[src/rtl/mem_port_arbiter_if.sv]
// rtl/mem_port_arbiter_if.sv - fetch/LSU request and memory port bundle for mem_port_arbiter
interface mem_port_arbiter_if #(
    parameter int BITSIZE = 32
);
    logic               if_read_i;
    logic [BITSIZE-1:0] if_addr_i;
    logic [31:0]        if_data_o;
    logic               if_valid_o;
    logic               flush_i;

    logic               lsu_read_i;
    logic               lsu_write_i;
    logic [BITSIZE-1:0] lsu_addr_i;
    logic [31:0]        lsu_wdata_i;
    logic [3:0]         lsu_be_i;
    logic [31:0]        lsu_data_o;
    logic               lsu_valid_o;

    logic [BITSIZE-1:0] mem_addr_o;
    logic [31:0]        mem_wdata_o;
    logic [3:0]         mem_be_o;
    logic               mem_read_o;
    logic               mem_write_o;
    logic [31:0]        mem_data_i;
    logic               mem_valid_i;

    // Arbiter side: serves the pipeline requesters and drives the memory port.
    modport slave (
        input  if_read_i, if_addr_i, flush_i,
        input  lsu_read_i, lsu_write_i, lsu_addr_i, lsu_wdata_i, lsu_be_i,
        input  mem_data_i, mem_valid_i,
        output if_data_o, if_valid_o, lsu_data_o, lsu_valid_o,
        output mem_addr_o, mem_wdata_o, mem_be_o, mem_read_o, mem_write_o
    );

    // Environment side: pipeline requesters plus the memory/cache model.
    modport master (
        output if_read_i, if_addr_i, flush_i,
        output lsu_read_i, lsu_write_i, lsu_addr_i, lsu_wdata_i, lsu_be_i,
        output mem_data_i, mem_valid_i,
        input  if_data_o, if_valid_o, lsu_data_o, lsu_valid_o,
        input  mem_addr_o, mem_wdata_o, mem_be_o, mem_read_o, mem_write_o
    );
endinterface

[src/rtl/mem_port_arbiter.sv]
// rtl/mem_port_arbiter.sv - shares one memory port between instruction fetch and the LSU
module mem_port_arbiter #(
    parameter int BITSIZE      = 32,
    parameter int STARVE_LIMIT = 4
) (
    input  logic                clk,
    input  logic                reset_i,
    mem_port_arbiter_if.slave   bus
);
    typedef enum logic [1:0] {IDLE, IF_ACC, LSU_ACC, IF_FLUSH} state_t;

    localparam int CNT_W = $clog2(STARVE_LIMIT + 1);

    state_t             state;
    state_t             state_next;
    logic [CNT_W-1:0]   starve_cnt;
    logic [BITSIZE-1:0] mem_addr_q;
    logic               lsu_req;
    logic               force_if;
    logic               grant_lsu;
    logic               grant_if;
    logic               done;

    // LSU wins unless IF has waited through STARVE_LIMIT back-to-back LSU grants.
    assign lsu_req   = bus.lsu_read_i | bus.lsu_write_i;
    assign force_if  = bus.if_read_i & ~bus.flush_i & (starve_cnt == CNT_W'(STARVE_LIMIT));
    assign grant_lsu = (state == IDLE) & lsu_req & ~force_if;
    assign grant_if  = (state == IDLE) & ~grant_lsu & bus.if_read_i & ~bus.flush_i;
    assign done      = (state != IDLE) & bus.mem_valid_i;

    assign bus.mem_addr_o = mem_addr_q;

    // State register.
    always_ff @(posedge clk or posedge reset_i) begin
        if (reset_i) state <= IDLE;
        else         state <= state_next;
    end

    // Next-state: a memory request can never be cancelled, so a flushed fetch waits it out.
    always_comb begin
        state_next = state;
        case (state)
            IDLE: begin
                if (grant_lsu)     state_next = LSU_ACC;
                else if (grant_if) state_next = IF_ACC;
            end
            LSU_ACC: begin
                if (bus.mem_valid_i) state_next = IDLE;
            end
            IF_ACC: begin
                if (bus.mem_valid_i)  state_next = IDLE;
                else if (bus.flush_i) state_next = IF_FLUSH;
            end
            IF_FLUSH: begin
                if (bus.mem_valid_i) state_next = IDLE;
            end
            default: state_next = IDLE;
        endcase
    end

    // Starvation counter: counts LSU grants that bypassed a waiting fetch.
    always_ff @(posedge clk or posedge reset_i) begin
        if (reset_i) begin
            starve_cnt <= '0;
        end else if (grant_lsu) begin
            if (!bus.if_read_i)
                starve_cnt <= '0;
            else if (starve_cnt != CNT_W'(STARVE_LIMIT))
                starve_cnt <= starve_cnt + CNT_W'(1);
        end else if (grant_if) begin
            starve_cnt <= '0;
        end
    end

    // Memory request registers and response capture; valid pulses last one cycle.
    always_ff @(posedge clk or posedge reset_i) begin
        if (reset_i) begin
            mem_addr_q      <= '0;
            bus.mem_wdata_o <= '0;
            bus.mem_be_o    <= '0;
            bus.mem_read_o  <= 1'b0;
            bus.mem_write_o <= 1'b0;
            bus.if_data_o   <= '0;
            bus.if_valid_o  <= 1'b0;
            bus.lsu_data_o  <= '0;
            bus.lsu_valid_o <= 1'b0;
        end else begin
            bus.if_valid_o  <= 1'b0;
            bus.lsu_valid_o <= 1'b0;
            if (grant_lsu) begin
                // A simultaneous read+write request is issued as the write only.
                mem_addr_q      <= bus.lsu_addr_i;
                bus.mem_wdata_o <= bus.lsu_wdata_i;
                bus.mem_be_o    <= bus.lsu_write_i ? bus.lsu_be_i : 4'hF;
                bus.mem_write_o <= bus.lsu_write_i;
                bus.mem_read_o  <= ~bus.lsu_write_i;
            end else if (grant_if) begin
                mem_addr_q      <= bus.if_addr_i;
                bus.mem_wdata_o <= '0;
                bus.mem_be_o    <= 4'hF;
                bus.mem_write_o <= 1'b0;
                bus.mem_read_o  <= 1'b1;
            end else if (done) begin
                mem_addr_q      <= '0;
                bus.mem_wdata_o <= '0;
                bus.mem_be_o    <= '0;
                bus.mem_write_o <= 1'b0;
                bus.mem_read_o  <= 1'b0;
                if (state == LSU_ACC) begin
                    bus.lsu_valid_o <= 1'b1;
                    if (!bus.mem_write_o) bus.lsu_data_o <= bus.mem_data_i;
                end
                if (state == IF_ACC && !bus.flush_i) begin
                    bus.if_valid_o <= 1'b1;
                    bus.if_data_o  <= bus.mem_data_i;
                end
            end
        end
    end
endmodule

[src/flat_wrapper.sv]
// flat-port wrapper written by rule: the top's interface ports become plain ports
module mem_port_arbiter_flat 
#(
    parameter int BITSIZE      = 32,
    parameter int STARVE_LIMIT = 4
)
  (clk, reset_i, bus_if_read_i, bus_if_addr_i, bus_flush_i, bus_lsu_read_i, bus_lsu_write_i, bus_lsu_addr_i, bus_lsu_wdata_i, bus_lsu_be_i, bus_mem_data_i, bus_mem_valid_i, bus_if_data_o, bus_if_valid_o, bus_lsu_data_o, bus_lsu_valid_o, bus_mem_addr_o, bus_mem_wdata_o, bus_mem_be_o, bus_mem_read_o, bus_mem_write_o);
  mem_port_arbiter_if #(.BITSIZE(BITSIZE)) bus_i ();
  input  logic clk;
  input  logic reset_i;
  input wire logic [$bits(bus_i.if_read_i)-1:0] bus_if_read_i;
  input wire logic [$bits(bus_i.if_addr_i)-1:0] bus_if_addr_i;
  input wire logic [$bits(bus_i.flush_i)-1:0] bus_flush_i;
  input wire logic [$bits(bus_i.lsu_read_i)-1:0] bus_lsu_read_i;
  input wire logic [$bits(bus_i.lsu_write_i)-1:0] bus_lsu_write_i;
  input wire logic [$bits(bus_i.lsu_addr_i)-1:0] bus_lsu_addr_i;
  input wire logic [$bits(bus_i.lsu_wdata_i)-1:0] bus_lsu_wdata_i;
  input wire logic [$bits(bus_i.lsu_be_i)-1:0] bus_lsu_be_i;
  input wire logic [$bits(bus_i.mem_data_i)-1:0] bus_mem_data_i;
  input wire logic [$bits(bus_i.mem_valid_i)-1:0] bus_mem_valid_i;
  output wire logic [$bits(bus_i.if_data_o)-1:0] bus_if_data_o;
  output wire logic [$bits(bus_i.if_valid_o)-1:0] bus_if_valid_o;
  output wire logic [$bits(bus_i.lsu_data_o)-1:0] bus_lsu_data_o;
  output wire logic [$bits(bus_i.lsu_valid_o)-1:0] bus_lsu_valid_o;
  output wire logic [$bits(bus_i.mem_addr_o)-1:0] bus_mem_addr_o;
  output wire logic [$bits(bus_i.mem_wdata_o)-1:0] bus_mem_wdata_o;
  output wire logic [$bits(bus_i.mem_be_o)-1:0] bus_mem_be_o;
  output wire logic [$bits(bus_i.mem_read_o)-1:0] bus_mem_read_o;
  output wire logic [$bits(bus_i.mem_write_o)-1:0] bus_mem_write_o;
  assign bus_i.if_read_i = bus_if_read_i;
  assign bus_i.if_addr_i = bus_if_addr_i;
  assign bus_i.flush_i = bus_flush_i;
  assign bus_i.lsu_read_i = bus_lsu_read_i;
  assign bus_i.lsu_write_i = bus_lsu_write_i;
  assign bus_i.lsu_addr_i = bus_lsu_addr_i;
  assign bus_i.lsu_wdata_i = bus_lsu_wdata_i;
  assign bus_i.lsu_be_i = bus_lsu_be_i;
  assign bus_i.mem_data_i = bus_mem_data_i;
  assign bus_i.mem_valid_i = bus_mem_valid_i;
  assign bus_if_data_o = bus_i.if_data_o;
  assign bus_if_valid_o = bus_i.if_valid_o;
  assign bus_lsu_data_o = bus_i.lsu_data_o;
  assign bus_lsu_valid_o = bus_i.lsu_valid_o;
  assign bus_mem_addr_o = bus_i.mem_addr_o;
  assign bus_mem_wdata_o = bus_i.mem_wdata_o;
  assign bus_mem_be_o = bus_i.mem_be_o;
  assign bus_mem_read_o = bus_i.mem_read_o;
  assign bus_mem_write_o = bus_i.mem_write_o;
  mem_port_arbiter #(.BITSIZE(BITSIZE), .STARVE_LIMIT(STARVE_LIMIT)) u_core (.clk(clk), .reset_i(reset_i), .bus(bus_i));
endmodule
[config.mk]
export PLATFORM = sky130hd
export DESIGN_NAME = mem_port_arbiter_flat
export DESIGN_NICKNAME = d
export VERILOG_FILES = /design/src/rtl/mem_port_arbiter_if.sv /design/src/rtl/mem_port_arbiter.sv /design/src/flat_wrapper.sv
export SDC_FILE = /design/constraint.sdc
export NUM_CORES = 1
export LEC_CHECK = 0
export CAP_MARGIN = 5
export CORE_MARGIN = 4
export CORE_UTILIZATION = 40
export CTS_CLUSTER_DIAMETER = 50
export DETAILED_ROUTE_END_ITERATION = 6
export HOLD_SLACK_MARGIN = 0.02
export MAX_ROUTING_LAYER = met4
export PLACE_DENSITY = 0.82
export SETUP_SLACK_MARGIN = 0.5
export SLEW_MARGIN = 20
export SYNTH_ARGS = -nofsm -noshare
export SYNTH_HDL_FRONTEND = slang
export SYNTH_SLANG_ARGS = --single-unit
[constraint.sdc]
create_clock -name clk -period 7.13 [get_ports clk]
set_clock_uncertainty 0.2 [all_clocks]
set_input_delay 1.426 -clock clk [delete_from_list [all_inputs] [get_ports clk]]
set_output_delay 1.426 -clock clk [all_outputs]
set_load 0.02 [all_outputs]
==> results of run 1 <==
[stage by stage]
| step | util (%) | area [um2] | total power, mW | setup WS [ns] |
|---|---|---|---|---|
| 3_5_place_dp | 62.68 | 8432 | 3.106 | 2.714 |
| 3_3_place_gp | 62.65 | 8428 | 3.055 | 2.845 |
| 4_1_cts | 66.94 | 9005 | 3.966 | 3.149 |
| 5_1_grt | 67.17 | 9036 | 4.126 | 3.431 |
| 2_1_floorplan | - | 5575 | 2.218 | 1.723 |
| 6_report | 67.17 | 9036 | 3.934 | 3.525 |
[report_power, final]
group          internal (mW)  switching (mW)
Combinational          0.911           0.849
Clock                  0.516           0.326
Sequential              1.14           0.196
Total                   2.56            1.37
[synth_stat cells (all sizes together)]
cell	instances
ha	2
inv	5
clkbuf	9
a221o	37
nor2	2
a21o	1
nand4b	1
nand4	3
buf	19
o211ai	1
a21oi	1
a22o	33
o2bb2ai	1
and3	33
or4	1
xor2	1
and2	2
o21bai	1
o22ai	1
nand2	1
dfrtp	141
mux2i	2
mux2	64
or2	1
nor4b	2
a32o	1
nor3	1
nand2b	4
nor2b	2
[final cells by class]
cell class | count | area [um2] | area share [%]
sequential | 141 | 3528 | 39.05
timing repair buffer | 280 | 2811 | 31.11
multi-input combinational | 199 | 1879 | 20.80
clock buffer | 19 | 432.9 | 4.791
tap | 176 | 220.2 | 2.437
clock inverter | 13 | 140.1 | 1.551
inverter | 5 | 23.77 | 0.2631
[state kept, by name, indices dropped and copies added, names as in the netlist]
| signal | count |
|---|---|
| u_core.bus.mem_wdata_o | 32 |
| u_core.bus.lsu_data_o | 32 |
| u_core.bus.if_valid_o | 1 |
| u_core.bus.mem_read_o | 1 |
| u_core.state | 2 |
| u_core.bus.if_data_o | 32 |
| u_core.starve_cnt | 3 |
| u_core.bus.mem_write_o | 1 |
| u_core.bus.mem_addr_o | 32 |
| u_core.bus.lsu_valid_o | 1 |
| u_core.bus.mem_be_o | 4 |
[cells by family after synthesis]
| group | share of synthesized area [%] |
|---|---|
| mux | 13.29 |
| xor+xnor | 0.1571 |
| compound gates | 13.02 |
| fa+ha+maj | 0.4488 |
| flops | 63.29 |
| buf+inv | 3.434 |
| simple gates | 6.373 |
[worst register-to-register path, stage by stage, from the launching register on]
cell     delay, ns
dfrtp_1       0.49
or4_4         0.59
o22ai_4       0.55
buf_4         0.42
a221o_1       0.21
[path summary, 6_finish.rpt]
check | end | depth (start not counted) | start | slack (ns)
setup / recovery | u_core.bus.mem_addr_o[6] | 5 | bus_lsu_write_i | 3.52
hold / removal | u_core.bus.lsu_data_o[1] | 1 | u_core.bus.lsu_data_o[1] | 0.30
setup reg to reg | u_core.bus.mem_addr_o[6] | 4 | u_core.state[0] | 4.62
hold reg to reg | u_core.bus.lsu_data_o[1] | 1 | u_core.bus.lsu_data_o[1] | 0.30
max in group asynchronous | u_core.bus.lsu_data_o[13] | 3 | reset_i | 4.34
min in group asynchronous | u_core.bus.lsu_data_o[19] | 2 | reset_i | 1.25
[layer usage]
metal	global-route usage, %	routed length, um	vias to the layer above
met5	-	0	-
met4	7.256	453	0
met3	6.562	1204	35
met2	33.55	7934	214
met1	23.03	6271	2098
li1	-	-	1979
[cells in the final DEF (no fill, tap or decap), types with 2 or more instances in the layout]
| cell type | instances |
|---|---|
| mux2i_1 | 2 |
| buf_4 | 4 |
| nor2b_1 | 2 |
| inv_6 | 3 |
| clkinvlp_4 | 4 |
| nand2b_1 | 4 |
| a22o_1 | 33 |
| dfrtp_1 | 141 |
| nand4_1 | 3 |
| mux2_1 | 3 |
| and3_1 | 32 |
| clkbuf_16 | 17 |
| inv_1 | 4 |
| mux2_2 | 61 |
| clkinv_2 | 3 |
| clkdlybuf4s50_1 | 274 |
| ha_1 | 2 |
| clkbuf_1 | 2 |
| nor2_1 | 2 |
| clkinv_4 | 2 |
| a221o_1 | 37 |
| and2_1 | 2 |
| bufinv_16 | 2 |
==> results.ini, run 1 <==
[run_status]
status=completed

[routing]
post_drt_wl_per_cell_um=19.04
drc=0
ant_nets=0
routed_wl_um=15860
vias_per_cell=5.193
drt-initial-drc-count=232
num_vias=4326
dr.pass1.iters=4

[clock_tree]
cts_resized=0
cts_made_buffers=17
clockBufferDepth=2
cts_setup_buffers=0
clock-root-buffer=clkbuf_16
insertion_delay_ns=0.40
clk_pin_slew_ns=0.06
cts_num_sinks=141
cts_tree=yes
ctsHoldBuffers=0
cts_max_level=4

[place]
place_congestion=0.8513
io_buffer_count=274
dp_hpwl_um=11850
dp_cells=800

[sta]
maxSlewViolCount=0
fmax_ghz=0.2774
fin_crit_ns=3.605
finalSetupTns_ns=0
worstMarginPinSlew_ns=1.040
setup_viol=0
min_period_over_period_pct=50.57
hold_violations=0
slew_headroom_pct=30.23
rsz0062_at_grt=no
holdWs_ns=0.2955

[yosys]
yosysTopAreaCell=dfrtp_1
syn_inst=373
synth-seq-area-share_pct=63.29
synth_nets=514
ys_types=32
synth_seq_cells=141
synth.top_cell.area_share_pct=63.29
synth.area.top_cells=dfrtp_1 63%, mux2_2 12%, a221o_1 6.6%, a22o_1 5.2%, and3_1 3.7%
yosysWarnings=0
syn_area_um2=5575
syn_area_per_cell_um2=14.95

[finish]
n_antenna_cell=0
final_layout_size_suffix_gt1_share_pct=16.13
final_cells=833
n_fill_cell=997
nets=785
area_growth_pct=62.07

[worst_setup_path]
cpLargestDelayFamily=buffers and inverters
critPathKind=in -> reg
cp_slowest_cell=clkdlybuf4s50_1
critPathLaunchType=input pin
crit_path_end_kind=register
crit_fanout=27
cp.arrival_ns=3.74
critPathBufInv=2
path_cells=clkdlybuf4s50_1 > or4_4 > o22ai_4 > buf_4 > a221o_1
slowest_delay_ns=0.58
required_ns=7.26

[floorplanning]
start_util_pct=41.44
placementRows=42
die_h_um=126.1
core_area_um2=13450
die_x_um=126.1
pin_count=275
dieArea_um2=15890

[power]
ir_drop_mv=0.1886
p_per_area_nw_per_um2=435.3
power.leakage_nw=4.003

[flow_run]
maxCapViolations=0

[global_route]
grt-ovfl-total=0
grt_max_degree=83
grt_pass1_vias=4692
grt_pass1_wl_um=24760
antenna_found_initial=0
grt.total_usage_pct=20.21

[hold_path]
hold_path_class=reg -> reg

Note: power is estimated with default switching activity, not from simulation.
==> run 2: changes to the inputs <==
--- a/config.mk
+++ b/config.mk
@@ -7,12 +7,12 @@
 export LEC_CHECK = 0
 export CAP_MARGIN = 5
 export CORE_MARGIN = 4
-export CORE_UTILIZATION = 40
+export CORE_UTILIZATION = 37
 export CTS_CLUSTER_DIAMETER = 50
 export DETAILED_ROUTE_END_ITERATION = 6
 export HOLD_SLACK_MARGIN = 0.02
 export MAX_ROUTING_LAYER = met4
-export PLACE_DENSITY = 0.82
+export PLACE_DENSITY = 0.79
 export SETUP_SLACK_MARGIN = 0.5
 export SLEW_MARGIN = 20
 export SYNTH_ARGS = -nofsm -noshare
==> constraint.sdc (replaced) <==
create_clock -name clk -period 3.1 [get_ports clk]
set_clock_uncertainty 0.2 [all_clocks]
set_input_delay 0.62 -clock clk [delete_from_list [all_inputs] [get_ports clk]]
set_output_delay 0.62 -clock clk [all_outputs]
set_load 0.02 [all_outputs]
==> run 2 against run 1 <==
  * First-iteration DRC count decreased by 9.9%
  * Register-to-register slack got worse by 3.6 ns
  * Largest cell class unchanged
  * Wire length increased by 2.3%
  * Total power increased by 130%
==> results.ini, run 2 (synthesis gave the netlist of run 1 again) <==
[finish]
nets=790
area_growth_pct=64.27
final_cell_mix=274 x clkdlybuf4s50_1, 141 x dfrtp_1, 61 x mux2_2
n_antenna_cell=0
final_layout_size_suffix_gt1_share_pct=17.07
final_common_cell=clkdlybuf4s50_1
final_cells=846

[clock_tree]
cts_made_buffers=17
cts_max_level=4
insertion_delay_ns=0.41
clk_pin_slew_ns=0.06
clock-root-buffer=clkbuf_16
cts_num_sinks=141
cts_resized=0
cts_setup_buffers=0
cts_tree=yes
ctsHoldBuffers=0
clockBufferDepth=2

[sta]
worstMarginPinSlew_ns=0.6247
finalSetupTns_ns=0
maxSlewViolCount=0
setup_ws_ns=0.7970
setup_viol=0
slew_headroom_pct=58.28
fmax_ghz=0.4342
hold_violations=0
fin_crit_ns=2.303
rsz0062_at_grt=no
min_period_over_period_pct=74.29
holdWs_ns=0.2888

[worst_setup_path]
cp_slowest_cell=clkdlybuf4s50_1
cp.arrival_ns=1.48
path_depth=1
path_cells=clkdlybuf4s50_1
crit_fanout=3
startpoint=u_core.bus.mem_write_o
slowest_delay_ns=0.67
crit_path_end=bus_mem_write_o
rrSetupSlack_ns=1.01
r2r-end=u_core.bus.mem_addr_o[18]
critPathBufInv=1
timing.rr.start=u_core.state[0]
crit_path_end_kind=output port
required_ns=2.28
critPathKind=reg -> out
critPathLaunchType=register
rr_worst_depth=4
cpLargestDelayFamily=buffers and inverters

[routing]
num_vias=4381
vias_per_cell=5.178
drc=0
routed_wl_um=16230
drt-initial-drc-count=209
post_drt_wl_per_cell_um=19.19
ant_nets=0
dr.pass1.iters=5

[flow_run]
maxCapViolations=0

[place]
io_buffer_count=274
place_ws_ns=0.2532
dp_hpwl_um=12040
dp_cells=814
place_congestion=0.8176

[floorplanning]
die_h_um=130.8
placementRows=44
start_util_pct=38.07
pin_count=275
die_x_um=130.8
dieArea_um2=17100
core_area_um2=14640

[global_route]
grt-ovfl-total=0
grt_pass1_wl_um=24920
antenna_found_initial=0
grt.total_usage_pct=19.40
grt_max_degree=52
grt_pass1_vias=4670

[power]
ir_drop_mv=0.3999
power_mw=9.159
p_per_area_nw_per_um2=1000
power.leakage_nw=4.045

[hold_path]
hold_path_class=reg -> reg

[run_status]
status=completed

-- run 2: metrics by stage --
stage                     util, %  cell area, um2
after detailed placement    58.43            8557
after global routing        62.54            9159
after CTS                   62.46            9146
after floorplan                 -            5579
after global placement      58.43            8557
final                       62.54            9159
-- run 2: final cells by class --
cell class	count	area, um2
clock buffer	17	425.4
timing repair buffer	285	2900
tap	184	230.2
multi-input combinational	199	1888
clock inverter	15	163.9
fill	1084	5485
sequential	141	3528
inverter	5	22.52
-- run 2: report_power, final --
part           internal (mW)  switching, mW
Sequential              2.61          0.450
Combinational           2.13           1.96
Clock                   1.20          0.812
-- run 2: routing by layer --
layer,global-route usage [%],share of wire (%)
met5,-,0
met4,8.772,3.4
met3,5.081,7.3
met2,31.70,50
met1,22.50,39
-- run 2: worst min-delay path by stage --
stage,start,to,slack [ns],cells past startpoint
2_1_floorplan,u_core.starve_cnt[1],u_core.starve_cnt[1],0.33,2
3_3_place_gp,u_core.bus.lsu_data_o[1],u_core.bus.lsu_data_o[1],0.28,1
3_5_place_dp,u_core.bus.lsu_data_o[1],u_core.bus.lsu_data_o[1],0.28,1
4_1_cts,u_core.bus.lsu_data_o[1],u_core.bus.lsu_data_o[1],0.30,1
5_1_grt,u_core.bus.lsu_data_o[28],u_core.bus.lsu_data_o[28],0.31,1
6_report,u_core.bus.lsu_data_o[1],u_core.bus.lsu_data_o[1],0.29,1
==> run 3: changes to the inputs <==
--- a/config.mk
+++ b/config.mk
@@ -7,12 +7,12 @@
 export LEC_CHECK = 0
 export CAP_MARGIN = 5
 export CORE_MARGIN = 4
-export CORE_UTILIZATION = 37
+export CORE_UTILIZATION = 40
 export CTS_CLUSTER_DIAMETER = 50
 export DETAILED_ROUTE_END_ITERATION = 6
 export HOLD_SLACK_MARGIN = 0.02
 export MAX_ROUTING_LAYER = met4
-export PLACE_DENSITY = 0.79
+export PLACE_DENSITY = 0.82
 export SETUP_SLACK_MARGIN = 0.5
 export SLEW_MARGIN = 20
 export SYNTH_ARGS = -nofsm -noshare
==> constraint.sdc (replaced) <==
create_clock -name clk -period 2.2 [get_ports clk]
set_clock_uncertainty 0.2 [all_clocks]
set_input_delay 0.44 -clock clk [delete_from_list [all_inputs] [get_ports clk]]
set_output_delay 0.44 -clock clk [all_outputs]
set_load 0.02 [all_outputs]
==> run 3 against run 2 <==
  * Sequential cell count is the same
  * Combinational power grew 50%
  * Core utilization grew 8.1 points
  * Via count grew 8.9%
==> results.ini, run 3 (synthesis gave the netlist of run 1 again) <==
[run_status]
status=completed

[finish]
final_cell_mix=139 x dfrtp_1, 135 x buf_2, 133 x clkdlybuf4s50_1
final_area_um2=9499
final_core_util_pct=70.61
final_layout_size_suffix_gt1_share_pct=43.85
n_antenna_cell=0
nets=844
area_growth_pct=70.38
final_common_cell=dfrtp_1

[global_route]
grt_max_degree=55
grt-ovfl-total=0
grt.total_usage_pct=24.87
antenna_found_initial=0
grt_pass1_wl_um=30030
grt_pass1_vias=5205

[hold_path]
hold_path_class=in -> async

[routing]
ant_nets=0
num_vias=4773
post_drt_wl_per_cell_um=23.26
vias_per_cell=5.351
drt-initial-drc-count=252
drc=0
dr.pass1.iters=4
routed_wl_um=20750

[power]
swShare_pct=37.85
p_sw_mw=5.001
p_clk_share_pct=20.5
power.internal_mw=8.212
p_per_area_nw_per_um2=1391
ir_drop_mv=0.7617
pwr-share-seq_pct=33.1
pwr-share-comb_pct=46.5
power.leakage_nw=4.745

[clock_tree]
cts_max_level=4
cts_made_buffers=17
clock-root-buffer=clkbuf_16
cts_num_sinks=141
clockBufferDepth=2
cts_tree=yes
ctsHoldBuffers=0
clk_pin_slew_ns=0.06
insertion_delay_ns=0.40

[sta]
maxSlewViolCount=0
rsz0062_at_grt=yes
setup_viol=0
slew_headroom_pct=72.31
hold_violations=0
worstMarginPinSlew_ns=0.4145
min_period_over_period_pct=86.34
fin_crit_ns=1.899
fmax_ghz=0.5265

[flow_run]
maxCapViolations=0

[floorplanning]
die_h_um=126.1
start_util_pct=41.44
core_area_um2=13450
dieArea_um2=15890
die_x_um=126.1
pin_count=275
placementRows=42

[worst_setup_path]
required_ns=2.29
cpLargestDelayFamily=buffers and inverters
critPathLaunchType=register
slowest_delay_ns=0.44
cp.arrival_ns=1.98
critPathBufInv=3
crit_fanout=8
crit_path_end_kind=register
path_cells=buf_6 > nor4b_4 > buf_4 > clkbuf_16 > mux2_4
cp_slowest_cell=dfrtp_2
critPathKind=reg -> reg

[place]
dp_hpwl_um=12410
placed_area_um2=8712
io_buffer_count=274
place_congestion=0.8364

==> run 3: path summary, 6_finish.rpt <==
path / cells after the start / from / end / slack, ns
hold reg to reg: 1 / u_core.bus.mem_wdata_o[25] / u_core.bus.mem_wdata_o[25] / 0.30
hold / removal: 2 / reset_i / u_core.bus.if_data_o[25] / 0.19
min in group clk: 1 / u_core.bus.mem_wdata_o[25] / u_core.bus.mem_wdata_o[25] / 0.30
max in group asynchronous: 3 / reset_i / u_core.bus.mem_addr_o[19] / 1.02
setup reg to reg: 5 / u_core.state[1] / u_core.bus.if_data_o[1] / 0.30
setup / recovery: 5 / u_core.state[1] / u_core.bus.if_data_o[1] / 0.30
==> run 3: what timing repair did <==
| action | CTS | global route |
|---|---|---|
| cloned | 9 | 8 |
| buffers inserted | 18 | 4 |
| hold endpoints to repair | 0 | 0 |
| resized for setup | 548 | 100 |
| pin swaps | 1 | 49 |
| endpoints found under the setup margin | 274 | 189 |
==> run 3: area by class of cell <==
cell class / count / area, um2
clock buffers: 19 / 442.9
clock inverters: 13 / 113.9
fillers: 971 / 3954
inverters: 5 / 22.52
multi-input cells: 199 / 2155
flip-flops and latches: 141 / 3531
well taps: 176 / 220.2
repair buffers: 339 / 3014
==> run 3: stage by stage <==
step                      power [mW]  TNS, ns  cells  worst slack (ns)  hold WS [ns]
final                          13.21        0    892            0.3005        0.1850
after global routing           13.79        0    892            0.2555        0.2046
after CTS                      12.96        0    880            0.2901        0.1811
after detailed placement       10.27   -10.44    821           -0.1380        0.2776
after global placement         10.10   -7.171    821           -0.1204        0.2684
after floorplan                7.255   -28.63    373           -0.2031        0.3276
==> run 3: power by group through the flow <==
stage          combinational (mW)  sequential [mW]  clock [mW]
5_1_grt                      6.43             4.50        2.86
3_3_place_gp                 5.77             4.33           0
3_5_place_dp                 5.90             4.36           0
6_report                     6.14             4.37        2.71
2_1_floorplan                1.66             5.59           0
4_1_cts                      5.93             4.32        2.71
==> run 3: per-layer routing <==
layer | global-route usage, % | vias up | wire length, um
li1 | - | 2089 | -
met1 | 28.16 | 2402 | 7927
met2 | 43.91 | 243 | 11090
met3 | 6.139 | 39 | 1215
met4 | 6.940 | 0 | 509
met5 | - | - | 0
